==> src/rtl/ssd_capture_if.sv <==
// ssd_capture_if: board-side seven-segment bus plus the reconstructed view.
//   seg         : segment lines, active-low, bit 6 = a ... bit 0 = g
//   an          : digit anodes, active-low, an[i] low selects digit i
//   digits      : captured code per digit, digit i at [4*i+3:4*i] (4'hF = blank)
//   digit_valid : digit i captured at least once since reset
//   frame_valid : one-cycle pulse when every digit has been captured again
//   err         : one-cycle pulse on an illegal capture
//   err_digit   : digit index of the last error, 7 when several anodes were low
// master = the display / stimulus side, slave = the capture block.
interface ssd_capture_if #(
  parameter int NUM_DIGITS = 4
);
  logic [6:0]              seg;
  logic [NUM_DIGITS-1:0]   an;
  logic [4*NUM_DIGITS-1:0] digits;
  logic [NUM_DIGITS-1:0]   digit_valid;
  logic                    frame_valid;
  logic                    err;
  logic [2:0]              err_digit;

  modport master (
    output seg, an,
    input  digits, digit_valid, frame_valid, err, err_digit
  );

  modport slave (
    input  seg, an,
    output digits, digit_valid, frame_valid, err, err_digit
  );
endinterface

==> src/rtl/ssd_capture.sv <==
// ssd_capture: snoops a multiplexed active-low seven-segment bus and rebuilds
// the BCD value shown on each digit.
//   clk : system clock, rising edge
//   rst : asynchronous active-high reset
//   bus : ssd_capture_if.slave (seg/an in; digits, digit_valid, frame_valid,
//         err, err_digit out)
// Pipeline: 2-flop synchroniser -> settle filter -> anode classification and
// pattern decode -> per-digit storage with frame and error reporting.
module ssd_capture #(
  parameter int NUM_DIGITS    = 4,
  parameter int STABLE_CYCLES = 8
) (
  input  logic         clk,
  input  logic         rst,
  ssd_capture_if.slave bus
);

  localparam int W = 7 + NUM_DIGITS;

  logic [W-1:0]            sync1, sync2, prev;
  logic [7:0]              stab_cnt;
  logic                    strobe;
  logic [6:0]              seg_c;
  logic [NUM_DIGITS-1:0]   an_low;
  logic                    multi;
  logic [2:0]              sel;
  logic [4:0]              dec;

  logic [4*NUM_DIGITS-1:0] digits_q;
  logic [NUM_DIGITS-1:0]   valid_q;
  logic [NUM_DIGITS-1:0]   seen_q;
  logic                    frame_q;
  logic                    err_q;
  logic [2:0]              err_digit_q;

  // Returns {legal, code}. Blank (all segments off) is a legal code 4'hF.
  function automatic logic [4:0] decode(input logic [6:0] p);
    case (p)
      7'b0000001: return {1'b1, 4'd0};
      7'b1001111: return {1'b1, 4'd1};
      7'b0010010: return {1'b1, 4'd2};
      7'b0000110: return {1'b1, 4'd3};
      7'b1001100: return {1'b1, 4'd4};
      7'b0100100: return {1'b1, 4'd5};
      7'b0100000: return {1'b1, 4'd6};
      7'b0001111: return {1'b1, 4'd7};
      7'b0000000: return {1'b1, 4'd8};
      7'b0000100: return {1'b1, 4'd9};
      7'b1111111: return {1'b1, 4'hF};
      default:    return {1'b0, 4'h0};
    endcase
  endfunction

  // Synchroniser resets to all-ones (dark display); prev holds the sync output
  // of the previous cycle so the settle filter can spot any change.
  always_ff @(posedge clk or posedge rst) begin
    if (rst) begin
      sync1    <= '1;
      sync2    <= '1;
      prev     <= '1;
      stab_cnt <= '0;
    end else begin
      sync1 <= {bus.seg, bus.an};
      sync2 <= sync1;
      prev  <= sync2;
      if (sync2 != prev)
        stab_cnt <= '0;
      else if (stab_cnt < 8'(STABLE_CYCLES))
        stab_cnt <= stab_cnt + 8'd1;
    end
  end

  // Fires on the edge where the counter reaches STABLE_CYCLES, so it can only
  // fire once per settled value; saturation keeps it quiet afterwards.
  assign strobe = (sync2 == prev) && (stab_cnt == 8'(STABLE_CYCLES - 1));

  assign seg_c  = prev[W-1:NUM_DIGITS];
  assign an_low = ~prev[NUM_DIGITS-1:0];
  assign multi  = (an_low & (an_low - NUM_DIGITS'(1))) != '0;
  assign dec    = decode(seg_c);

  always_comb begin
    sel = '0;
    for (int i = 0; i < NUM_DIGITS; i++)
      if (an_low[i]) sel = 3'(i);
  end

  always_ff @(posedge clk or posedge rst) begin
    if (rst) begin
      digits_q    <= '1;
      valid_q     <= '0;
      seen_q      <= '0;
      frame_q     <= 1'b0;
      err_q       <= 1'b0;
      err_digit_q <= '0;
    end else begin
      frame_q <= 1'b0;
      err_q   <= 1'b0;
      if (strobe && (an_low != '0)) begin
        if (multi) begin
          err_q       <= 1'b1;
          err_digit_q <= 3'd7;
        end else if (!dec[4]) begin
          err_q       <= 1'b1;
          err_digit_q <= sel;
        end else begin
          for (int i = 0; i < NUM_DIGITS; i++)
            if (an_low[i]) digits_q[4*i +: 4] <= dec[3:0];
          valid_q <= valid_q | an_low;
          // Frame completes on the write of the last missing digit.
          if ((seen_q | an_low) == '1) begin
            frame_q <= 1'b1;
            seen_q  <= '0;
          end else begin
            seen_q <= seen_q | an_low;
          end
        end
      end
    end
  end

  assign bus.digits      = digits_q;
  assign bus.digit_valid = valid_q;
  assign bus.frame_valid = frame_q;
  assign bus.err         = err_q;
  assign bus.err_digit   = err_digit_q;

endmodule
==> src/flat_wrapper.sv <==
// flat-port wrapper written by rule: the top's interface ports become plain ports
module ssd_capture_flat 
#(
  parameter int NUM_DIGITS    = 4,
  parameter int STABLE_CYCLES = 8
)
  (clk, rst, bus_seg, bus_an, bus_digits, bus_digit_valid, bus_frame_valid, bus_err, bus_err_digit);
  ssd_capture_if #(.NUM_DIGITS(NUM_DIGITS)) bus_i ();
  input  logic clk;
  input  logic rst;
  input wire logic [$bits(bus_i.seg)-1:0] bus_seg;
  input wire logic [$bits(bus_i.an)-1:0] bus_an;
  output wire logic [$bits(bus_i.digits)-1:0] bus_digits;
  output wire logic [$bits(bus_i.digit_valid)-1:0] bus_digit_valid;
  output wire logic [$bits(bus_i.frame_valid)-1:0] bus_frame_valid;
  output wire logic [$bits(bus_i.err)-1:0] bus_err;
  output wire logic [$bits(bus_i.err_digit)-1:0] bus_err_digit;
  assign bus_i.seg = bus_seg;
  assign bus_i.an = bus_an;
  assign bus_digits = bus_i.digits;
  assign bus_digit_valid = bus_i.digit_valid;
  assign bus_frame_valid = bus_i.frame_valid;
  assign bus_err = bus_i.err;
  assign bus_err_digit = bus_i.err_digit;
  ssd_capture #(.NUM_DIGITS(NUM_DIGITS), .STABLE_CYCLES(STABLE_CYCLES)) u_core (.clk(clk), .rst(rst), .bus(bus_i));
endmodule
==> config.mk <==
export PLATFORM = sky130hd
export DESIGN_NAME = ssd_capture_flat
export DESIGN_NICKNAME = d
export VERILOG_FILES = /design/src/rtl/ssd_capture_if.sv /design/src/rtl/ssd_capture.sv /design/src/flat_wrapper.sv
export SDC_FILE = /design/constraint.sdc
export NUM_CORES = 1
export LEC_CHECK = 0
export CAP_MARGIN = 20
export CORE_MARGIN = 1
export CORE_UTILIZATION = 66
export DETAILED_ROUTE_END_ITERATION = 16
export DONT_BUFFER_PORTS = 1
export PLACE_DENSITY_LB_ADDON = 0.25
export SLEW_MARGIN = 30
export SYNTH_ARGS = -nofsm -noshare
export SYNTH_HDL_FRONTEND = slang
export SYNTH_SLANG_ARGS = --single-unit
==> constraint.sdc <==
create_clock -name clk -period 6.5 [get_ports clk]
set_clock_uncertainty 0.1 [all_clocks]
set_input_delay 1.625 -clock clk [delete_from_list [all_inputs] [get_ports clk]]
set_output_delay 1.625 -clock clk [all_outputs]
set_load 0.02 [all_outputs]
# Yosys cells after proc, flatten, opt, wreduce, memory -nomap -nowiden

Cells that the tools add are included.

Bits in registers: 70
Latch bits: 0
RAM bits: 0
Memory bits (read-only): 0
Input bits: 13
Output and inout port bits: 25
Word-level logic and storage cells: 64
Memories: 0

Add/sub/neg operators: 2
Multiply operators: 0
Divide/modulo/power cells: 0
Order comparisons: 1
Equality and inequality tests: 15
Shift-type cells: 0
Mux-type cells: 16
Bitwise gates (word level): 5
Reductions and logical operators: 12

Operators with widths:

| kind                                                | number |
|---|---|
| case mux 5 bit (11 select lines)                    | 1 |
| == test 7 bit (second input constant)               | 3 |
| two-way mux 8 bit                                   | 2 |
| AND reduction 4 bit                                 | 4 |
| == test 7 x 3 -> 1 bit (second input constant)      | 2 |
| == test 7 x 6 -> 1 bit (second input constant)      | 2 |
| == test 11 bit                                      | 1 |
| inequality test 11 bit                              | 1 |
| adder 8 x 1 -> 8 bit (second input constant)        | 1 |
| == test 8 x 3 -> 1 bit (second input constant)      | 1 |
| < comparator 8 x 4 -> 1 bit (second input constant) | 1 |
| two-way mux 1 bit                                   | 8 |
| bitwise OR 4 bit                                    | 2 |
| nonzero test 4 bit                                  | 2 |
| == test 7 x 1 -> 1 bit (second input constant)      | 1 |
| == test 7 x 4 -> 1 bit (second input constant)      | 1 |
| == test 7 x 5 -> 1 bit (second input constant)      | 1 |
| zero test 7 bit                                     | 1 |
| two-way mux 3 bit                                   | 2 |
| bitwise AND 4 bit                                   | 1 |
| == test 4 bit (second input constant)               | 1 |
| two-way mux 2 bit                                   | 2 |
| two-way mux 4 bit                                   | 1 |
| inverter 4 bit                                      | 1 |
| other kinds (7)                                     | 8 |

# Longest topological paths before layout

Depth after elaboration: 7
Gate-level depth with buffers: 7
Depth with buffers taken out: 6

# Worst setup path after synthesis

OpenSTA, ideal clock, no wires.

Kind: register to register
Start point: register u_core.prev[8]
End point: register u_core.seen_q[3]
Library setup time: 129 ps
Arrival: 2,259 ps
Data required time: 6,271 ps
Path slack: 4,012 ps
Stages on the path, launching flop included: 8
Path buffers: 2
Clock period less this slack: 2,488 ps
Cell sequence: dfstp_2 clkbuf_1 xnor2_1 nand4_1 or3_1 clkbuf_1 or4b_4 a21boi_1

Word-level cells in the longest chain between the ends: 4
Elaborated cells on any way between the ends: 16
Those cells by class: eq/ne: 11; mux: 1; reduce/logical: 4

Ends and longest elaborated chain:

| item                                                                                     | RTL line           | source |
|---|---|---|
| from (decl)                                                                              | ssd_capture.sv:20  | `logic [W-1:0] sync1, sync2, prev;` |
| from (signal assigned)                                                                   | ssd_capture.sv:65  | `prev <= sync2;` |
| parallel branches: the longest is 3 deep, another holds case mux 5 bit (11 select lines) | -                  |  |
| AND reduction 3 bit (no source line) *                                                   | -                  |  |
| to (signal assigned)                                                                     | ssd_capture.sv:115 | `seen_q <= seen_q \| an_low;` |
| to (decl)                                                                                | ssd_capture.sv:31  | `logic [NUM_DIGITS-1:0] seen_q;` |

Every way passes the cells marked *.
A chain may end at the register's enable or synchronous reset.

# Worst setup path in the final report

Start point: register u_core.digits_q[2] (netlist: u_core.bus.digits[2])
End point: output bus_digits[2]

RTL lines:

| item                              | RTL line           | source |
|---|---|---|
| from (decl)                       | ssd_capture.sv:29  | `logic [4*NUM_DIGITS-1:0] digits_q;` |
| from (signal, indexed assignment) | ssd_capture.sv:108 | `if (an_low[i]) digits_q[4*i +: 4] <= dec[3:0];` |
| to (decl)                         | flat_wrapper.sv:13 | `output wire logic [$bits(bus_i.digits)-1:0] bus_digits;` |

No word-level cell between the ends.

==> key figures <==
Logic synthesis
  • Primary FF master, synth: dfstp_2
  • Number of flops mapped to enable cells by yosys: 0
  • Yosys reg bits: 70
  • Avg Inst Size Synth: 13.2 um2
  • Fraction of registers with async set/reset: 1.00
  • Net count after synthesis: 223
  • Cells after Synth: 209
  • Mapped cell area: 0.00277 mm2
  • Synth warn: 0
  • Post-synth cell types: 44
  • Sequential fraction of the synthesis area: 0.655

Timing
  • Slew HR: 0.468
  • Final setup fails: 0
  • Unrepaired setup endpoints after global routing: no
  • Min Tclk post-route: 2660 ps
  • Max Freq: 375 MHz
  • Total negative setup slack: 0 ps
  • Fin crit share: 0.410
  • Final count of pins violating max slew: 0
  • Final worst hold slack: 254 ps
  • Final hold viol count: 0
  • Worst-Margin Slew: 797 ps

Route
  • DR DRC count: 0
  • Via/cell ratio: 5.86
  • First drt pass iteration count: 4
  • Post-Route WL: 4570 um
  • Via count: 1548
  • Detail Route Antenna Nets: 0
  • DR WL/cell: 17.3 um
  • Iter 0 DRT Violations: 112

Worst setup path
  • Reg2Reg Capture Point: u_core.seen_q[3]
  • Worst R2R Start: u_core.prev[8]
  • CP Max Fanout: 2
  • WP data required: 4780 ps
  • Arr. time, crit path: 940 ps
  • Crit Path Class: reg2out
  • Element type at the critical path end: output pin
  • Reg2Reg Depth: 5
  • FF-to-FF setup slack: 4020 ps
  • CP Launch Type: flop

Clocking
  • CTS Sinks: 70
  • CTS buffer count: 9
  • Clk_lat worst skew: 340 ps
  • Maximum buffer depth of the clock tree: 2
  • H-tree level count: 3
  • CTS tree: done
  • Clk root buf: clkbuf_8
  • Hold buffers post-CTS: 0
  • Setup Buffers After CTS: 0
  • Post-CTS resize count: 0
  • CTS clk-pin slew, worst paths: 70 ps

Final layout
  • Antenna Cells: 0
  • Core Util, Final: 0.746
  • Layout overhead on the synthesized area: 7.82%
  • Multi-input gate area: 843 um2
  • Number of fill cells: 250
  • NumNets Final: 223
  • Register area: 0.00181 mm2
  • Layout cells sized above 1: 0.435
  • Fin area: 0.00298 mm2
  • Final cell count without fillers: 264

Outcome
  • Status: complete, no violations

Global routing
  • Gr usage total: 0.231
  • Largest net degree at the start of global routing: 71
  • Remaining global-route overflow: 0
  • Initial antenna violation count: 0
  • Vias in the first global route: 1571
  • First-pass GRT wire length: 7050 um

Place
  • Port bufs: 0
  • RePlAce Congestion: 0.862
  • Dpl hpwl: 3170 um
  • Post-Place Cells: 248
  • Dpl cell area: 0.00278 mm2

Floorplanning
  • Die ar.: 0.00446 mm2
  • Ports: 38
  • Die W: 66.8 um
  • # rows: 23
  • Die span in y: 66.8 um
  • Core Area: 0.00400 mm2
  • Initial Utilization: 0.692

Power
  • Leak: 1.25 nW
  • Worst IR Drop VDD: 0.000235 V
  • Pwr Density: 279 mW/mm2

Hold path
  • Hold Startpoint: u_core.sync1[9]
  • Hold Crit Class: reg2reg
  • Hold Path Sink: u_core.sync2[9]
  • Hold path cells: 0

Job
  • Number of max-cap violations: 0
## logic make-up after synthesis
| logic type | count (synthesis) | share of synthesized area |
|---|---|---|
| muxes | 19 | 0.0769 |
| and+or+nand+nor | 52 | 0.108 |
| buffers and inverters | 27 | 0.0402 |
| adders and majority gates | 2 | 0.00814 |
| xor gates and xnor gates | 13 | 0.0411 |
| AOI/OAI and AO/OA | 26 | 0.0710 |
| DFF | 70 | 0.655 |
## stage by stage
| stage | power, mW | worst slack (ps) |
|---|---|---|
| final | 0.833 | 3840 |
| after global routing | 0.864 | 3800 |
| after CTS | 0.840 | 3820 |
| after detailed placement | 0.502 | 4040 |
| after global placement | 0.499 | 4130 |
| after floorplan | 0.495 | 3090 |
## sequential cells by signal, summed over array words and instances, names as in the netlist
signal	cells
u_core.bus.digits	16
u_core.stab_cnt	8
u_core.bus.err	1
u_core.bus.err_digit	3
u_core.prev	11
u_core.sync1	11
u_core.bus.frame_valid	1
u_core.sync2	11
u_core.bus.digit_valid	4
u_core.seen_q	4
## synth_stat cells (all sizes together), types with 3 or more instances
| master | n | area share |
|---|---|---|
| dfstp | 49 | 0.47 |
| dfrtp | 21 | 0.19 |
| mux2 | 18 | 0.073 |
| nor2 | 16 | 0.022 |
| inv | 15 | 0.020 |
| xnor2 | 12 | 0.038 |
| nand3 | 11 | 0.020 |
| clkbuf | 9 | 0.012 |
| a21boi | 5 | 0.014 |
| nand2b | 4 | 0.0090 |
| nand4 | 4 | 0.011 |
| o21ai | 4 | 0.0072 |
| buf | 3 | 0.0077 |
| nand2 | 3 | 0.0041 |
| nor3 | 3 | 0.0054 |
| o211ai | 3 | 0.0081 |
## area by class of cell
type	instances	share of cell area
inverters	15	0.0189
clock inverters	5	0.0130
well taps	50	0.0210
repair buffers	1	0.00252
flip-flops and latches	70	0.608
clock buffers	11	0.0545
multi-input cells	112	0.283
## routing by layer
| metal | track usage | vias to the layer above | share of wire |
|---|---|---|---|
| li1 | - | 709 | - |
| met1 | 0.265 | 768 | 0.41 |
| met5 | 0 | - | 0 |
| met2 | 0.374 | 61 | 0.51 |
| met3 | 0.0856 | 10 | 0.065 |
| met4 | 0.125 | 0 | 0.018 |
## report_power, final
part / leakage, nW / switching, mW / internal (mW) / total, mW
combinational: 0.344 / 0.0167 / 0.0104 / 0.0271
clock: 0.101 / 0.163 / 0.175 / 0.338
sequential: 0.806 / 0.0122 / 0.455 / 0.467
## layout by cell type (no fill, tap or decap), types with 2 or more instances in the layout
master | netlist | routed
o211ai_1 | 3 | 3
a22oi_1 | 2 | 2
clkbuf_8 | 0 | 10
nor4_2 | 2 | 2
dfstp_2 | 49 | 49
a21boi_1 | 4 | 4
dfrtp_1 | 21 | 21
nor2b_1 | 2 | 2
inv_6 | 0 | 2
nor3_1 | 3 | 3
inv_1 | 15 | 14
xnor2_1 | 12 | 12
o21ai_0 | 4 | 4
nand2_1 | 3 | 3
nand2b_1 | 4 | 4
nand4_1 | 3 | 3
nor2_1 | 16 | 16
o21a_1 | 2 | 2
mux2_2 | 18 | 18
nand3_1 | 11 | 11
## how the worst max path moves through the flow
| stage | cells after the start | slack, ps | start | to |
|---|---|---|---|---|
| 6_report | 0 | 3840 | u_core.bus.digits[2] | bus_digits[2] |
| 5_1_grt | 0 | 3800 | u_core.bus.digits[2] | bus_digits[2] |
| 4_1_cts | 0 | 3820 | u_core.bus.digits[2] | bus_digits[2] |
| 3_5_place_dp | 5 | 4040 | u_core.prev[8] | u_core.seen_q[3] |
| 3_3_place_gp | 2 | 4130 | rst | u_core.bus.digit_valid[0] |
| 2_1_floorplan | 1 | 3090 | rst | u_core.bus.digit_valid[0] |
No activity file was read; power rests on OpenSTA's default activity.
